## config.mk

```make
export PLATFORM = sky130hd
export DESIGN_NAME = segment_frame_reader
export DESIGN_NICKNAME = d
export VERILOG_FILES = /design/src/rtl/seg7_pkg.sv /design/src/rtl/segment_pattern_decoder.sv /design/src/rtl/segment_frame_reader.sv
export SDC_FILE = /design/constraint.sdc
export NUM_CORES = 1
export LEC_CHECK = 0
export CAP_MARGIN = 20
export CORE_ASPECT_RATIO = 1.1
export CORE_UTILIZATION = 35
export DETAILED_ROUTE_END_ITERATION = 10
export MAX_ROUTING_LAYER = met4
export PLACE_DENSITY = 0.63
export SETUP_SLACK_MARGIN = 0.4
export SYNTH_ARGS = -nofsm -noshare
export SYNTH_HDL_FRONTEND = slang
export SYNTH_HIERARCHICAL = 1
export SYNTH_SLANG_ARGS = --single-unit
```

## constraint.sdc

```tcl
create_clock -name clk -period 2.3 [get_ports clk]
set_input_delay 0.46 -clock clk [delete_from_list [all_inputs] [get_ports clk]]
set_output_delay 0.46 -clock clk [all_outputs]
set_load 0.005 [all_outputs]
```

## src/rtl/seg7_pkg.sv

```systemverilog
// seg7_pkg: segment bit positions, digit glyphs and the undecodable-digit code
package seg7_pkg;
  localparam int SEG_A = 6;
  localparam int SEG_B = 5;
  localparam int SEG_C = 4;
  localparam int SEG_D = 3;
  localparam int SEG_E = 2;
  localparam int SEG_F = 1;
  localparam int SEG_G = 0;
  localparam logic [6:0] M_A = 7'(1 << SEG_A);
  localparam logic [6:0] M_B = 7'(1 << SEG_B);
  localparam logic [6:0] M_C = 7'(1 << SEG_C);
  localparam logic [6:0] M_D = 7'(1 << SEG_D);
  localparam logic [6:0] M_E = 7'(1 << SEG_E);
  localparam logic [6:0] M_F = 7'(1 << SEG_F);
  localparam logic [6:0] M_G = 7'(1 << SEG_G);
  localparam logic [6:0] SEG_GLYPH_0 = M_A | M_B | M_C | M_D | M_E | M_F;
  localparam logic [6:0] SEG_GLYPH_1 = M_B | M_C;
  localparam logic [6:0] SEG_GLYPH_2 = M_A | M_B | M_D | M_E | M_G;
  localparam logic [6:0] SEG_GLYPH_3 = M_A | M_B | M_C | M_D | M_G;
  localparam logic [6:0] SEG_GLYPH_4 = M_B | M_C | M_F | M_G;
  localparam logic [6:0] SEG_GLYPH_5 = M_A | M_C | M_D | M_F | M_G;
  localparam logic [6:0] SEG_GLYPH_6 = M_A | M_C | M_D | M_E | M_F | M_G;
  localparam logic [6:0] SEG_GLYPH_7 = M_A | M_B | M_C;
  localparam logic [6:0] SEG_GLYPH_8 = M_A | M_B | M_C | M_D | M_E | M_F | M_G;
  localparam logic [6:0] SEG_GLYPH_9 = M_A | M_B | M_C | M_D | M_F | M_G;
  localparam logic [3:0] BCD_INVALID = 4'hF;
endpackage

```

## src/rtl/segment_pattern_decoder.sv

```systemverilog
// segment_pattern_decoder: maps a 7-segment pattern back to its BCD digit
module segment_pattern_decoder
  import seg7_pkg::*;
(
  input  logic [6:0] seg,
  output logic [3:0] bcd,
  output logic       invalid
);
  // glyph lookup; anything that is not exactly a 0-9 glyph is flagged invalid
  always_comb begin
    {invalid, bcd} = seg == SEG_GLYPH_0 ? {1'b0, 4'd0} :
                     seg == SEG_GLYPH_1 ? {1'b0, 4'd1} :
                     seg == SEG_GLYPH_2 ? {1'b0, 4'd2} :
                     seg == SEG_GLYPH_3 ? {1'b0, 4'd3} :
                     seg == SEG_GLYPH_4 ? {1'b0, 4'd4} :
                     seg == SEG_GLYPH_5 ? {1'b0, 4'd5} :
                     seg == SEG_GLYPH_6 ? {1'b0, 4'd6} :
                     seg == SEG_GLYPH_7 ? {1'b0, 4'd7} :
                     seg == SEG_GLYPH_8 ? {1'b0, 4'd8} :
                     seg == SEG_GLYPH_9 ? {1'b0, 4'd9} : {1'b1, BCD_INVALID};
  end
endmodule

```

## src/rtl/segment_frame_reader.sv

```systemverilog
// segment_frame_reader: samples a multiplexed 7-segment bus into per-scan BCD frames
module segment_frame_reader
  import seg7_pkg::*;
#(
  parameter int NDIG   = 4,
  parameter int SETTLE = 4
) (
  input  logic              clk,
  input  logic              rst_n,
  input  logic [6:0]        seg_in,
  input  logic [NDIG-1:0]   an_in,
  output logic              out_valid,
  input  logic              out_ready,
  output logic [4*NDIG-1:0] out_bcd,
  output logic [NDIG-1:0]   out_err,
  output logic              overrun
);
  localparam int CW = SETTLE > 1 ? $clog2(SETTLE) : 1;
  localparam logic [CW-1:0] CMAX = CW'(SETTLE - 1);
  logic [NDIG-1:0]   an_prev, mask, errs;
  logic [CW-1:0]     cnt;
  logic              sampled, changed, onehot, sample, frame_done, invalid;
  logic [4*NDIG-1:0] slots;
  logic [3:0]        bcd;
  assign changed    = an_in != an_prev;
  assign onehot     = an_in != '0 && (an_in & (an_in - 1'b1)) == '0;
  assign sample     = onehot && !changed && cnt == CMAX && !sampled;
  assign frame_done = &mask;
  segment_pattern_decoder u_dec (.seg(seg_in), .bcd(bcd), .invalid(invalid));
  // strobe settle tracker: restart on any strobe change, allow one sample per dwell
  always_ff @(posedge clk) begin
    if (!rst_n) begin
      an_prev <= '0;
      cnt     <= '0;
      sampled <= 1'b0;
    end else begin
      an_prev <= an_in;
      cnt     <= changed ? '0 : cnt == CMAX ? cnt : cnt + 1'b1;
      sampled <= changed ? 1'b0 : sampled | sample;
    end
  end
  // seen-mask: cleared once the frame completes, a coincident sample starts the next frame
  always_ff @(posedge clk) begin
    if (!rst_n) mask <= '0;
    else mask <= (frame_done ? '0 : mask) | (sample ? an_in : '0);
  end
  for (genvar g = 0; g < NDIG; g++) begin : g_slot
    // per-digit slot: latest decoded value wins until the frame is handed out
    always_ff @(posedge clk) begin
      if (!rst_n) begin
        slots[4*g +: 4] <= '0;
        errs[g]         <= 1'b0;
      end else if (sample && an_in[g]) begin
        slots[4*g +: 4] <= bcd;
        errs[g]         <= invalid;
      end
    end
  end
  // output register: load when free or being accepted, otherwise drop and flag overrun
  always_ff @(posedge clk) begin
    if (!rst_n) begin
      out_valid <= 1'b0;
      out_bcd   <= '0;
      out_err   <= '0;
      overrun   <= 1'b0;
    end else if (frame_done && (!out_valid || out_ready)) begin
      out_valid <= 1'b1;
      out_bcd   <= slots;
      out_err   <= errs;
    end else if (frame_done) begin
      overrun   <= 1'b1;
    end else if (out_ready) begin
      out_valid <= 1'b0;
    end
  end
endmodule

```

-- After elaboration in Yosys (flattened, before gate mapping)
Cells that the tools add are included.
- $add $sub $neg: 2
- eq/ne operators: 13
- multiplexer cells: 15
- bitwise gates (word level): 5
- reductions and logical operators: 20
- operators with widths (operator ; count):
    $eq A7 B7 Y1 const B ; 8
    $mux W5 ; 10
    $eq A7 B6 Y1 const B ; 2
    $logic_and A1 B1 Y1 ; 9
    $mux W4 ; 2
    $reduce_and A5 Y1 ; 1
    $and A4 B4 Y4 ; 1
    $logic_not A4 Y1 ; 1
    $ne A4 B4 Y1 ; 1
    $or A4 B4 Y4 ; 1
    $reduce_and A4 Y1 ; 1
    $reduce_bool A4 Y1 ; 1
    $sub A4 B1 Y4 const B ; 1
    $logic_not A1 Y1 ; 3
    $mux W1 ; 3
    $add A2 B1 Y2 const B ; 1
    $eq A2 B2 Y1 const B ; 1
    $ne A2 B1 Y1 const B ; 1
    $not A1 Y1 ; 2
    $reduce_and A2 Y1 ; 1
    $reduce_bool A2 Y1 ; 1
    $reduce_or A2 Y1 ; 1
    $logic_or A1 B1 Y1 ; 1
    $or A1 B1 Y1 ; 1
- register bits: 53
- input bits: 14
- output and inout bits: 22
- logic and storage cells: 71

-- Logic depth before layout (Yosys ltp)
Gate-level depths: netlist of the first run.
- depth after elaboration: 11
- gate-level depth with buffers: 7

-- Modules after synthesis
Netlist of the first run, hierarchy kept.
- by module, submodules not included (module ; times used ; cells an instance ; area each (sq um)):
    segment_frame_reader ; 1 ; 213 ; 2083.2
    segment_pattern_decoder ; 1 ; 42 ; 265.3

-- Worst setup path before layout of the first run
Ideal clock, no wire load.
- kind: input to register
- from: input an_in[1]
- to: register errs[0]
- library setup time: 0.121 ns
- arrival time: 1.596 ns
- setup slack: 0.583 ns
- stages: 4
- path buffers: 0
- cell sequence: or4b_1 o311ai_4 nand4_4 mux2i_1
- cells in the longest elaborated chain, start to end: 8
- elaborated cells between the ends (all ways): 11
- RTL lines (item ; line ; RTL):
    start, declared ; segment_frame_reader.sv:11 ; input logic [NDIG-1:0] an_in,
    $sub A4 B1 Y4 ; segment_frame_reader.sv:26 ; assign onehot = an_in != '0 && (an_in & (an_in - 1'b1)) == '0;
    $and A4 B4 Y4 ; segment_frame_reader.sv:26 ;
    $logic_not A4 Y1 ; segment_frame_reader.sv:26 ;
    $logic_and A1 B1 Y1 ; segment_frame_reader.sv:26 ;
    $logic_and A1 B1 Y1 * (3 in a row) ; segment_frame_reader.sv:27 ; assign sample = onehot && !changed && cnt == CMAX && !sampled;
    $logic_and A1 B1 Y1 * ; segment_frame_reader.sv:53 ; end else if (sample && an_in[g]) begin
    end signal, assigned by index ; segment_frame_reader.sv:55 ; errs[g] <= invalid;
    end, declared ; segment_frame_reader.sv:20 ; logic [NDIG-1:0] an_prev, mask, errs;
Mark *: on every way between the ends. The rest lies on a longest branch, timed or not.
A chain may end at the register's enable or synchronous reset.

-- Final worst setup path of the first run
- from: input an_in[0]
- to: register slots[4]
- cells in the longest elaborated chain, start to end: 8
- elaborated cells between the ends (all ways): 11
- RTL lines (item ; line ; RTL):
    $sub A4 B1 Y4 ; segment_frame_reader.sv:26 ;
    $and A4 B4 Y4 ; segment_frame_reader.sv:26 ;
    $logic_not A4 Y1 ; segment_frame_reader.sv:26 ;
    $logic_and A1 B1 Y1 ; segment_frame_reader.sv:26 ;
    $logic_and A1 B1 Y1 * (3 in a row) ; segment_frame_reader.sv:27 ;
    $logic_and A1 B1 Y1 * ; segment_frame_reader.sv:53 ;
    end signal, assigned by index ; segment_frame_reader.sv:51 ; slots[4*g +: 4] <= '0;
    end signal, assigned by index ; segment_frame_reader.sv:54 ; slots[4*g +: 4] <= bcd;
    end, declared ; segment_frame_reader.sv:23 ; logic [4*NDIG-1:0] slots;
Marks and branches as above.

==> results of run 1 <==
==> placed cells by master (no fill, tap or decap), types with 2 or more instances in the layout <==
cell and n:
sky130_fd_sc_hd__nand2_1 74, sky130_fd_sc_hd__dfxtp_1 53, sky130_fd_sc_hd__clkdlybuf4s50_1 26, sky130_fd_sc_hd__mux2i_1 21, sky130_fd_sc_hd__a21boi_0 21, sky130_fd_sc_hd__buf_4 11, sky130_fd_sc_hd__nor2b_1 8, sky130_fd_sc_hd__nor2_1 7
sky130_fd_sc_hd__xor2_1 6, sky130_fd_sc_hd__clkbuf_8 5, sky130_fd_sc_hd__dlymetal6s2s_1 5, sky130_fd_sc_hd__nand4_4 4, sky130_fd_sc_hd__and2_1 4, sky130_fd_sc_hd__a21boi_1 4, sky130_fd_sc_hd__dlygate4sd2_1 4, sky130_fd_sc_hd__a21oi_1 3
sky130_fd_sc_hd__nand3_1 3, sky130_fd_sc_hd__nor3_1 3, sky130_fd_sc_hd__o21ai_1 3, sky130_fd_sc_hd__or4b_4 2, sky130_fd_sc_hd__nand4_1 2, sky130_fd_sc_hd__nand2b_1 2, sky130_fd_sc_hd__inv_6 2, sky130_fd_sc_hd__inv_1 2
sky130_fd_sc_hd__nor3_2 2, sky130_fd_sc_hd__nor3b_1 2
==> report_power, final <==
part           total (mW)  switching (mW)  internal [mW]
combinational       0.134          0.0753         0.0590
clock               0.652           0.319          0.332
sequential          0.923         0.00179          0.921
==> metrics by stage <==
step	TNS (ns)	total power, mW	instance area, sq um	setup WS (ns)	hold slack, ns
finish	0	1.71	2950	0.524	0.461
global route	0	1.78	2950	0.398	0.485
CTS	0	1.73	2930	0.415	0.463
detailed placement	-0.777	1.08	2800	-0.0557	0.448
global placement	-0.0990	1.08	2800	-0.0201	0.445
floorplan	0	1.03	2350	0.583	0.435
==> worst max-delay path, stage by stage <==
cell,delay (ns)
sky130_fd_sc_hd__dlygate4sd2_1,0.28
sky130_fd_sc_hd__or4b_4,0.56
sky130_fd_sc_hd__o311ai_4,0.19
sky130_fd_sc_hd__nand4_4,0.27
sky130_fd_sc_hd__mux2i_1,0.24
==> sequential cells by signal (all words and copies together), names as in the netlist <==
| register | count |
|---|---|
| sampled | 1 |
| an_prev | 4 |
| out_bcd | 16 |
| slots | 16 |
| errs | 4 |
| out_valid | 1 |
| mask | 4 |
| out_err | 4 |
| cnt | 2 |
| overrun | 1 |
==> routing by layer <==
| metal | GRT usage | vias to the layer above | share of wire |
|---|---|---|---|
| met5 | - | - | 0 |
| met4 | 0.0487 | 0 | 0.014 |
| met3 | 0.0250 | 7 | 0.029 |
| met2 | 0.249 | 31 | 0.50 |
| met1 | 0.165 | 845 | 0.46 |
| li1 | - | 932 | - |
==> area by class of cell <==
| class | count | area (sq um) | area share |
|---|---|---|---|
| multi-input cells | 185 | 1210 | 0.411 |
| well taps | 80 | 100 | 0.0339 |
| flip-flops and latches | 53 | 1060 | 0.360 |
| clock inverters | 3 | 47.5 | 0.0161 |
| repair buffers | 47 | 452 | 0.153 |
| clock buffers | 5 | 68.8 | 0.0233 |
| inverters | 2 | 7.51 | 0.00254 |
==> worst max-delay path by stage <==
stage,start,to,depth (start not counted)
after floorplan,an_in[1],errs[0],4
after global placement,an_in[3],slots[5],5
after detailed placement,an_in[3],errs[1],5
after CTS,seg_in[2],slots[3],7
after global routing,seg_in[3],slots[3],7
final,an_in[0],slots[4],5
==> kinds of logic (layout without fill, tap and decap cells) <==
logic type                 after synthesis  count (layout)
adders and majority gates                1               1
buffers and inverters                   17              57
and+or+nand+nor                        119             119
xor gates and xnor gates                 7               7
DFF                                     53              53
AOI/OAI and AO/OA                       37              37
muxes                                   21              21
==> repair_timing <==
item / 4_1_cts / 5_1_grt
gates resized for setup: 7 / 6
hold buffers: 0 / 0
buffers inserted: 1 / 0
setup endpoints to repair: 24 / 12
pin swaps: 2 / 0
==> flow_summary.ini, run 1 <==
[setup_path]
path_max_fanout = 6
path_class = input pin to flip-flop
r2r_end = out_bcd[10]
rrSetupSlack_ns = 0.81
timing.critical_path.arrival_ns = 2.01
required_ns = 2.53
rr_worst_depth = 5
capturing_element_type_of_the_critical_path = flip-flop
crit-reg2reg-launch = mask[1]
critPathLaunchType = input pin

[layout]
num_antenna_cells = 0
fillerInstances = 618
area_growth_syn_to_layout_pct = 25.6
finish.utilization = 0.468
final_layout_size_suffix_gt1_frac = 0.115
instances_no_fill = 375
nNetsFinal = 309

[placed_design]
post-place-cells = 366
numPortBuffers = 35
hpwl_microns = 3280
finalWeightedCongestion = 0.729

[global_route]
grt_overflow_total = 0
track_usage = 0.143
grt_max_degree = 32
grt_pass1_vias = 1694
wire_length_of_the_first_global_routing_pass_microns = 7650
antenna_found_initial = 0

[synth]
yosys_most_used_dff = sky130_fd_sc_hd__dfxtp_1
yosys_warnings = 6
synth_seq_area_share = 0.452
synth.area.top_cells = sky130_fd_sc_hd__dfxtp_1 45%, sky130_fd_sc_hd__nand2_1 12%, sky130_fd_sc_hd__mux2i_1 9.0%, sky130_fd_sc_hd__a21boi_0 6.7%, sky130_fd_sc_hd__nand4_4 3.6%
synth_seq_cells = 53
main_combinational_cell_family_by_area_after_synthesis = simple AND/OR/NAND/NOR gates
synth_area_per_cell_sq_um = 9.21
synth.most_common_cell = sky130_fd_sc_hd__nand2_1
yosysTopAreaCellShare = 0.452
synth_simple_gate_area_share = 0.269
post_synth_most_frequent_cells = 74 x sky130_fd_sc_hd__nand2_1, 53 x sky130_fd_sc_hd__dfxtp_1, 21 x sky130_fd_sc_hd__a21boi_0, 21 x sky130_fd_sc_hd__mux2i_1, 11 x sky130_fd_sc_hd__clkbuf_1
count_of_flip_flops_with_a_built_in_enable_after_synthesis = 0
postSynthNetCount = 270
synthXorXnorAreaFrac = 0.0261
synth_area_sq_mm = 0.00235
postSynthCellCount = 255
yosys-mux-area-fraction = 0.0895
asyncSetResetFlopFracSynth = 0
yosysTopAreaCell = sky130_fd_sc_hd__dfxtp_1
synth_compound_gate_area_share = 0.121
synth_cell_type_count = 36
post_synth_fa_ha_maj_area_fraction = 0.00533

[floorplanning]
die-height_microns = 87.9
dieWidth_microns = 80.1
die_area_sq_mm = 0.00704
ios = 36
design.core.area_sq_mm = 0.00631
initial_core_util = 0.372
placement_row_count = 30

[clocking]
cts.sink_count = 53
number_of_buffers_created_by_cts = 5
cts.path.max_buffers = 2
clock_tree.htree_level_count = 2
clk_latency_ns = 0.31
cts_tree = yes
worst_setup_hold_path_clk_slew_ns = 0.11
clock_tree.root_cell = sky130_fd_sc_hd__clkbuf_8

[timing]
final.setup_skew_ns = 0.0153
finalHoldViolations = 0
unrepaired_setup_endpoints_after_global_routing = false
max_clock_freq_mhz = 563
timing.max_slew.rel_slack = 0.637
final_period_minus_worst_setup_slack_ns = 1.78
report.final.setup_viol = 0
slew_violations = 0
transition_time_of_the_tightest_slew_check_pin_ns = 0.543
min_period_over_period = 0.772

[detailed_routing]
wl_microns = 4590
drc_errors = 0
detail_route.first_pass.iterations = 4
final_antenna_net_count = 0
vias = 1815
drt-initial-drc-count = 41
drt-vias-per-instance = 4.84
detail_route.wl_per_cell_microns = 12.2

[power_and_ir_drop]
powerDensity_mw_per_mm2 = 579
peakVddDrop_uv = 431
cellLeakagePower_nw = 1.23

[worst_hold_path]
cell_depth_of_the_worst_hold_path = 2
hold_start = mask[2]
min_delay_worst_endpoint = mask[2]
hold_path_class = flip-flop to flip-flop

[run]
drv.max_cap_violation_count = 0

[status]
result_of_the_run = complete, no violations
Note: power is estimated with default switching activity, not from simulation.
==> inputs of run 2 (changes only) <==
clock period = 1.85 ns   (was 2.3 ns; I/O delays follow)
==> flow_summary.ini, run 2 (same netlist as run 1, synthesis figures left out) <==
[status]
result_of_the_run = complete, no violations

[placed_design]
post-place-cells = 370
finalWeightedCongestion = 0.809
hpwl_microns = 3280
placed_cell_area_sq_mm = 0.00285
setup_slack_after_placement_ns = -0.380
numPortBuffers = 35

[timing]
max_clock_freq_mhz = 688
min_period_over_period = 0.786
post-route-worst-setup-slack_ns = 0.396
unrepaired_setup_endpoints_after_global_routing = true
report.final.setup_viol = 0
final.hold.worst_slack_ns = 0.348
finalHoldViolations = 0
setup_tns_ns = 0
timing.max_slew.rel_slack = 0.630
slew_violations = 0
final.setup_skew_ns = 0.00895
transition_time_of_the_tightest_slew_check_pin_ns = 0.554
final_period_minus_worst_setup_slack_ns = 1.45

[global_route]
antenna_found_initial = 0
grt_overflow_total = 0
grt_pass1_vias = 1728
track_usage = 0.150
wire_length_of_the_first_global_routing_pass_microns = 7860
grt_max_degree = 57

[layout]
fillerInstances = 637
num_antenna_cells = 0
final_layout_size_suffix_gt1_frac = 0.256
reg_top3 = out_bcd x16, slots x16
final_common_cell = sky130_fd_sc_hd__nand2_1
layout_common_cells = 70 x sky130_fd_sc_hd__nand2_1, 31 x sky130_fd_sc_hd__dfxtp_1, 27 x sky130_fd_sc_hd__dlygate4sd2_1
finish.utilization = 0.475
nNetsFinal = 315
finish.instance_area_sq_mm = 0.00300
instances_no_fill = 381
multiInputGateArea_sq_mm = 0.00125
area.sequential_sq_mm = 0.00109
area_growth_syn_to_layout_pct = 27.6

[setup_path]
path_class = input pin to flip-flop
timing.critical_path.arrival_ns = 1.66
capturing_element_type_of_the_critical_path = flip-flop
required_ns = 2.05
critPathLaunchType = input pin
path_max_fanout = 6

[floorplanning]
die-height_microns = 87.9
initial_core_util = 0.372
die_area_sq_mm = 0.00704
placement_row_count = 30
dieWidth_microns = 80.1
design.core.area_sq_mm = 0.00631
ios = 36

[power_and_ir_drop]
powerDensity_mw_per_mm2 = 671
cellLeakagePower_nw = 1.33
peakVddDrop_uv = 374
totalPowerFinal_mw = 2.01

[clocking]
clock_tree.htree_level_count = 2
worst_setup_hold_path_clk_slew_ns = 0.10
clk_latency_ns = 0.32
number_of_buffers_created_by_cts = 5
cts.path.max_buffers = 2
clock_tree.root_cell = sky130_fd_sc_hd__clkbuf_8
cts.sink_count = 53
cts_tree = yes

[detailed_routing]
vias = 1828
drt-initial-drc-count = 47
final_antenna_net_count = 0
drt-vias-per-instance = 4.80
detail_route.first_pass.iterations = 5
detail_route.wl_per_cell_microns = 12.3
wl_microns = 4690
drc_errors = 0

[worst_hold_path]
hold_path_class = input pin to flip-flop

[run]
drv.max_cap_violation_count = 0
## run 2: cell count changes in the layout (fill, tap and decap cells not counted), sizes merged
cell           before  now
clkdlybuf4s50      26    2
dlygate4sd2         4   27
buf                12   22
dlymetal6s2s        5    1
bufinv              1    0
clkbuf              5    6
clkinvlp            0    1
## run 2: worst max-delay path, stage by stage
cell and delay, ns:
sky130_fd_sc_hd__buf_2 0.13, sky130_fd_sc_hd__or4b_4 0.55, sky130_fd_sc_hd__o311ai_4 0.16, sky130_fd_sc_hd__nand4_4 0.25
sky130_fd_sc_hd__mux2i_1 0.18
## run 2: layer usage
metal	wire (microns)	up-vias	part of all wire	GRT usage
met5	0	-	0	-
met4	82	0	0.017	0.0633
met3	146	5	0.031	0.0281
met2	2190	26	0.47	0.242
met1	2270	855	0.48	0.182
li1	-	942	-	-
## run 2: path summary, 6_finish.rpt
path	startpoint	endpoint	slack [ns]	cells after the start
max	an_in[3]	slots[1]	0.40	5
min	an_in[3]	an_prev[3]	0.35	2
max reg2reg	an_prev[2]	slots[1]	0.40	5
min reg2reg	mask[1]	mask[1]	0.46	2
## run 2: report_power, final
group,internal (mW),switching [mW],total (mW)
Combinational,0.0767,0.0989,0.176
Clock,0.277,0.412,0.688
Sequential,1.15,0.00276,1.15
Total,1.50,0.513,2.01
## run 2: cell type report
cell class | count | share of cell area
clock inverters | 3 | 0.00835
multi-input cells | 185 | 0.419
well taps | 80 | 0.0334
inverters | 2 | 0.00251
clock buffers | 5 | 0.0230
repair buffers | 53 | 0.151
flip-flops and latches | 53 | 0.363
## run 2: what timing repair did
| action | CTS | global route |
|---|---|---|
| gates cloned | 0 | 0 |
| hold endpoints to repair | 0 | 0 |
| gates resized for setup | 74 | 10 |
| hold buffers | 0 | 0 |
| pin swaps | 7 | 2 |
| setup endpoints to repair | 49 | 43 |
| setup buffers | 1 | 2 |
==> edit 1: new RTL, settings of run 1 <==
Change the parameter `NDIG` from 4 to 2.
--- a/src/rtl/segment_frame_reader.sv
+++ b/src/rtl/segment_frame_reader.sv
@@ -2,7 +2,7 @@
 module segment_frame_reader
   import seg7_pkg::*;
 #(
-  parameter int NDIG   = 4,
+  parameter int NDIG   = 2,
   parameter int SETTLE = 4
 ) (
   input  logic              clk,
Interface: changed (resized an_in, out_bcd and out_err); port bits go from 36 to 24. The function was not compared with the original's and may differ.
==> edit 1 against run 1 <==
Die area shrank 39%; largest cell class unchanged; sequential cell count shrank 24; final area shrank 40%; final cell count shrank 38%; global-route usage shrank 0.067 points; critical endpoint is now errs[0]; setup slack gained 0.031 ns; area after synthesis shrank 39%; routed wire length shrank 42%; sequential power shrank 45%; power shrank 40%.
==> edit 1: results (changes against run 1) <==
Peak VDD IR=0.000232 V (-46%); Post-synth top cells=29 x dfxtp_1, 20 x nand2_1, 13 x nand3_1, 11 x mux2i_1, 10 x o21ai_0; post-DP HPWL=1940 um (-41%); Clock Skew=0.00496 ns (-0.0103 ns); Post-Place Cell Area=1650 um^2 (-41%); Post-Layout Cell Count=233 (-38%); Met3 Wirelength=122 um (-9.6%); Filler cells=378 (-39%); Clk Latency, worst-skew pair=0.28 ns (-0.03 ns); Sw Share=21.4% (-1.8 points); metal2 WL=1270 um (-44%); Synth area leaders=dfxtp_1 41%, mux2i_1 7.7%, nand2_1 5.3%, nand3_1 4.6%, a21boi_0 4.2%; Worst Hold Margin=0.458 ns (-0.00272 ns); nets@finish=195 (-37%); Slew headroom=72.1% (+8.3 points); PortBufs=23 (-34%); Post CTS Setup Buffer Count=0 (-1); outcome=complete, no violations; Reg2Reg Setup Slack=1.09 ns (+0.28 ns); xor/xnor share of the synthesized area=1.85% (-0.77 points); Die W=62.8 um (-22%); largest net degree at the start of global routing=33 (+3.1%); Cell variety after synth=37 (+2.8%); Final GP Congestion=0.892 (+22%); met1 WL=1220 um (-42%); Adder-Cell Fraction of Synth Area=0.879% (+0.35 points); vias in the first global route=1031 (-39%)
-- edit 1: layout make-up --
cell class | count | area share, %
Clock buffer | 7 | 5.48
Sequential cell | 29 | 33.0
Multi-Input combinational cell | 120 | 43.6
Tap cell | 50 | 3.56
Inverter | 2 | 0.427
Clock inverter | 1 | 0.285
Timing Repair Buffer | 24 | 13.7
-- edit 1: power groups by stage --
stage | sequential, uW | combinational, uW | clock (uW)
2_1_floorplan | 518 | 52.1 | 0
3_3_place_gp | 518 | 75.3 | 0
3_5_place_dp | 518 | 78.4 | 0
4_1_cts | 507 | 78.9 | 462
5_1_grt | 507 | 85.2 | 485
6_report | 507 | 78.2 | 448
-- edit 1: worst paths after layout --
path                            startpoint        to
worst max-delay path             seg_in[6]   errs[0]
worst min-delay path              slots[6]  slots[6]
worst max register to register      cnt[0]  slots[2]
worst min register to register    slots[6]  slots[6]
-- edit 1: logic make-up after synthesis --
family,after synthesis
buf+inv,13
xor+xnor,3
compound gates,35
fa+ha+maj,1
mux,11
simple gates,70
flops,29
-- edit 1: through the flow --
step | utilization (%) | worst slack [ns]
finish | 46.6 | 0.555
global route | 46.6 | 0.412
CTS | 46.6 | 0.470
detailed placement | 43.9 | 0.192
global placement | 43.9 | 0.289
floorplan | - | 0.877
-- edit 1: what timing repair did --
item,in CTS,in global routing
endpoints found under the setup margin,0,4
resized for setup,0,1
endpoints found under the hold margin,0,0
-- edit 1: metal layers --
metal  global-route usage (%)  vias to the layer above
met5                        -                        -
met4                     6.10                        0
met3                     4.93                       10
met2                     24.2                       33
met1                     15.3                      521
li1                         -                      606
-- edit 1: worst max-delay path, cell delays in order --
cell	delay, ns
clkdlybuf4s50_1	0.56
and4_1	0.25
o211ai_1	0.21
o21ai_2	0.11
nor3_2	0.15
nand2_1	0.08
mux2i_1	0.12
==> edit 2: new RTL, settings of run 1 <==
Without the edit above. Register the output `out_err` once more, cleared by the reset; this adds one clock of latency there. The other outputs are not delayed to match.
--- a/src/rtl/segment_frame_reader.sv
+++ b/src/rtl/segment_frame_reader.sv
@@ -17,6 +17,8 @@
 );
   localparam int CW = SETTLE > 1 ? $clog2(SETTLE) : 1;
   localparam logic [CW-1:0] CMAX = CW'(SETTLE - 1);
+
+  logic [NDIG-1:0] out_err_s0;
   logic [NDIG-1:0]   an_prev, mask, errs;
   logic [CW-1:0]     cnt;
   logic              sampled, changed, onehot, sample, frame_done, invalid;
@@ -61,17 +63,25 @@
     if (!rst_n) begin
       out_valid <= 1'b0;
       out_bcd   <= '0;
-      out_err   <= '0;
+      out_err_s0 <= '0;
       overrun   <= 1'b0;
     end else if (frame_done && (!out_valid || out_ready)) begin
       out_valid <= 1'b1;
       out_bcd   <= slots;
-      out_err   <= errs;
+      out_err_s0 <= errs;
     end else if (frame_done) begin
       overrun   <= 1'b1;
     end else if (out_ready) begin
       out_valid <= 1'b0;
     end
   end
+  always_ff @(posedge clk) begin
+    if (!rst_n) begin
+      out_err <= '0;
+    end else begin
+      out_err <= out_err_s0;
+    end
+  end
+
 endmodule
 
Formal check against the unedited RTL: no difference found for any inputs over 10 cycles, from zero or initial values and one cycle with rst_n low; that may be too few to reach the edited logic, so the function may still have changed.
==> edit 2 against run 1 <==
Global-route usage rose by 1.1 points; setup slack gained 0.045 ns; area after synthesis up 4.5%; sequential cell count is 4 higher; power up 24%; routed wire length grew 8.9%; final area grew 7.8%; worst hold slack lost 0.0051 ns; critical path depth unchanged; synthesized cell count is 3.1% higher; clock skew decreased by 0.0084 ns; utilization rose by 0.87 points; largest power group unchanged.
==> edit 2: results (changes against run 1) <==
outcome=complete, no violations; WL/cell=12.7 um (+3.4%); Post-synth top cells=74 x nand2_1, 57 x dfxtp_1, 21 x a21boi_0, 21 x mux2i_1, 11 x clkbuf_1; via count=1904 (+4.9%); H-tree Lvls=3 (+1); first-pass GRT wire length=8420 um (+10%); Reg-to-Reg Start=an_prev[1]; net count after synthesis=278 (+3.0%); Final GP Congestion=0.781 (+7.1%); clock buffer count from CTS=9 (+4); post-synthesis sequential area ratio=46.5% (+1.3 points); drt pass-1 iters=4 (unchanged); root buf cell=clkbuf_8; cell depth of the worst flop-to-flop path=5 (unchanged); PortBufs=35 (unchanged); Slew headroom=51.0% (-13 points); post-DP HPWL=3600 um (+9.8%); Bufs on Longest Clock Path=2 (unchanged); Static Leak=0.00133 uW (+8.1%); post-synthesis async set-or-reset flop share=0% (unchanged); RR Endpoint=slots[2]; Hold Path Sink=out_err[1]; dpl ws=-0.0643 ns (-0.00863 ns); Filler cells=660 (+6.8%); overall routing resource usage=15.4% (+1.1 points); Peak VDD IR=0.000442 V (+2.5%); Synth area leaders=dfxtp_1 47%, nand2_1 11%, mux2i_1 8.6%, a21boi_0 6.4%, nand4_4 3.5%; Clk Latency, worst-skew pair=0.33 ns (+0.02 ns); # diodes=0 (unchanged); Post CTS Setup Buffer Count=0 (-1); Reg2Reg Setup Slack=0.83 ns (+0.02 ns); Hold Crit Start=out_err_s0[1]; fraction of layout cells with a size suffix above 1=14.4% (+2.9 points); largest net degree at the start of global routing=21 (-34%); Hold Crit Depth=1 (-1); nets@finish=323 (+4.5%); Clock Skew=0.00691 ns (-0.00838 ns); Clock transition at path regs=0.07 ns (-0.04 ns); commonest non-fill, non-tap cell in the layout=nand2_1; Worst Path Arrival=1.94 ns (-0.07 ns); initial antenna violation count=0 (unchanged); critical path peak fanout=6 (unchanged); DRT iter0 DRCs=52 (+27%); vias in the first global route=1816 (+7.2%)
edit 2: cell types whose count changed in the layout (fill, tap and decap cells not counted), sizes merged:
cell	run 1	this run
dfxtp	53	57
inv	4	2
clkinvlp	0	2
buf	12	14
clkbuf	5	12
clkinv	0	1
and2	5	9
edit 2: stage by stage:
step / TNS (ns) / area, um^2 / std cells / hold WS, ns / total power [uW]
after floorplan: 0 / 2450 / 263 / 0.430 / 1100
after CTS: 0 / 3160 / 395 / 0.458 / 2140
final: 0 / 3180 / 395 / 0.456 / 2120
after detailed placement: -0.993 / 2940 / 379 / 0.443 / 1160
after global placement: -0.0328 / 2940 / 379 / 0.441 / 1160
after global routing: 0 / 3180 / 395 / 0.475 / 2200
edit 2: cell type report:
type / instances / share of cell area (%)
inverter: 2 / 0.236
clock inverter: 4 / 1.57
sequential: 57 / 35.9
tap: 82 / 3.23
multi-input combinational: 189 / 38.9
clock buffer: 12 / 5.19
timing repair buffer: 49 / 15.0
edit 2: kinds of logic (layout without fill, tap and decap cells):
kind of cell | count (synthesis) | in the layout | share of synthesized area, %
buffers and inverters | 17 | 67 | 3.57
and+or+nand+nor | 123 | 123 | 26.7
DFF | 57 | 57 | 46.5
AOI/OAI and AO/OA | 37 | 37 | 11.6
adders and majority gates | 1 | 1 | 0.510
xor gates and xnor gates | 7 | 7 | 2.50
muxes | 21 | 21 | 8.57
edit 2: repair_timing:
action	4_1_cts	5_1_grt
endpoints found under the setup margin	24	12
pin swaps	4	0
gates cloned	0	0
gates resized for setup	6	7
hold buffers	0	0
edit 2: worst max path at each step:
stage	start	endpoint	slack [ns]
global placement	an_in[1]	slots[3]	-0.007
global route	an_in[1]	slots[5]	0.53
detailed placement	an_in[1]	slots[15]	-0.06
floorplan	an_in[1]	errs[0]	0.58
finish	an_in[1]	slots[5]	0.57
CTS	seg_in[2]	errs[2]	0.46
edit 2: per-layer routing:
metal	part of all wire [%]	global-route usage [%]	up-vias	wire length (um)
li1	-	-	980	-
met1	47	18.7	884	2340
met2	48	23.7	33	2380
met3	4.1	4.57	7	207
met4	1.4	5.70	0	71
met5	0	-	-	0
edit 2: worst max-delay path: stages:
cell	delay [ns]
dlygate4sd2_1	0.29
or4b_4	0.55
o311ai_4	0.19
nand4_4	0.27
mux2i_1	0.18
edit 2: where the power goes:
part / total, uW / switching [uW] / internal, uW
registers: 993 / 1.98 / 991
logic: 140 / 77.6 / 62.1
clock network: 988 / 401 / 587
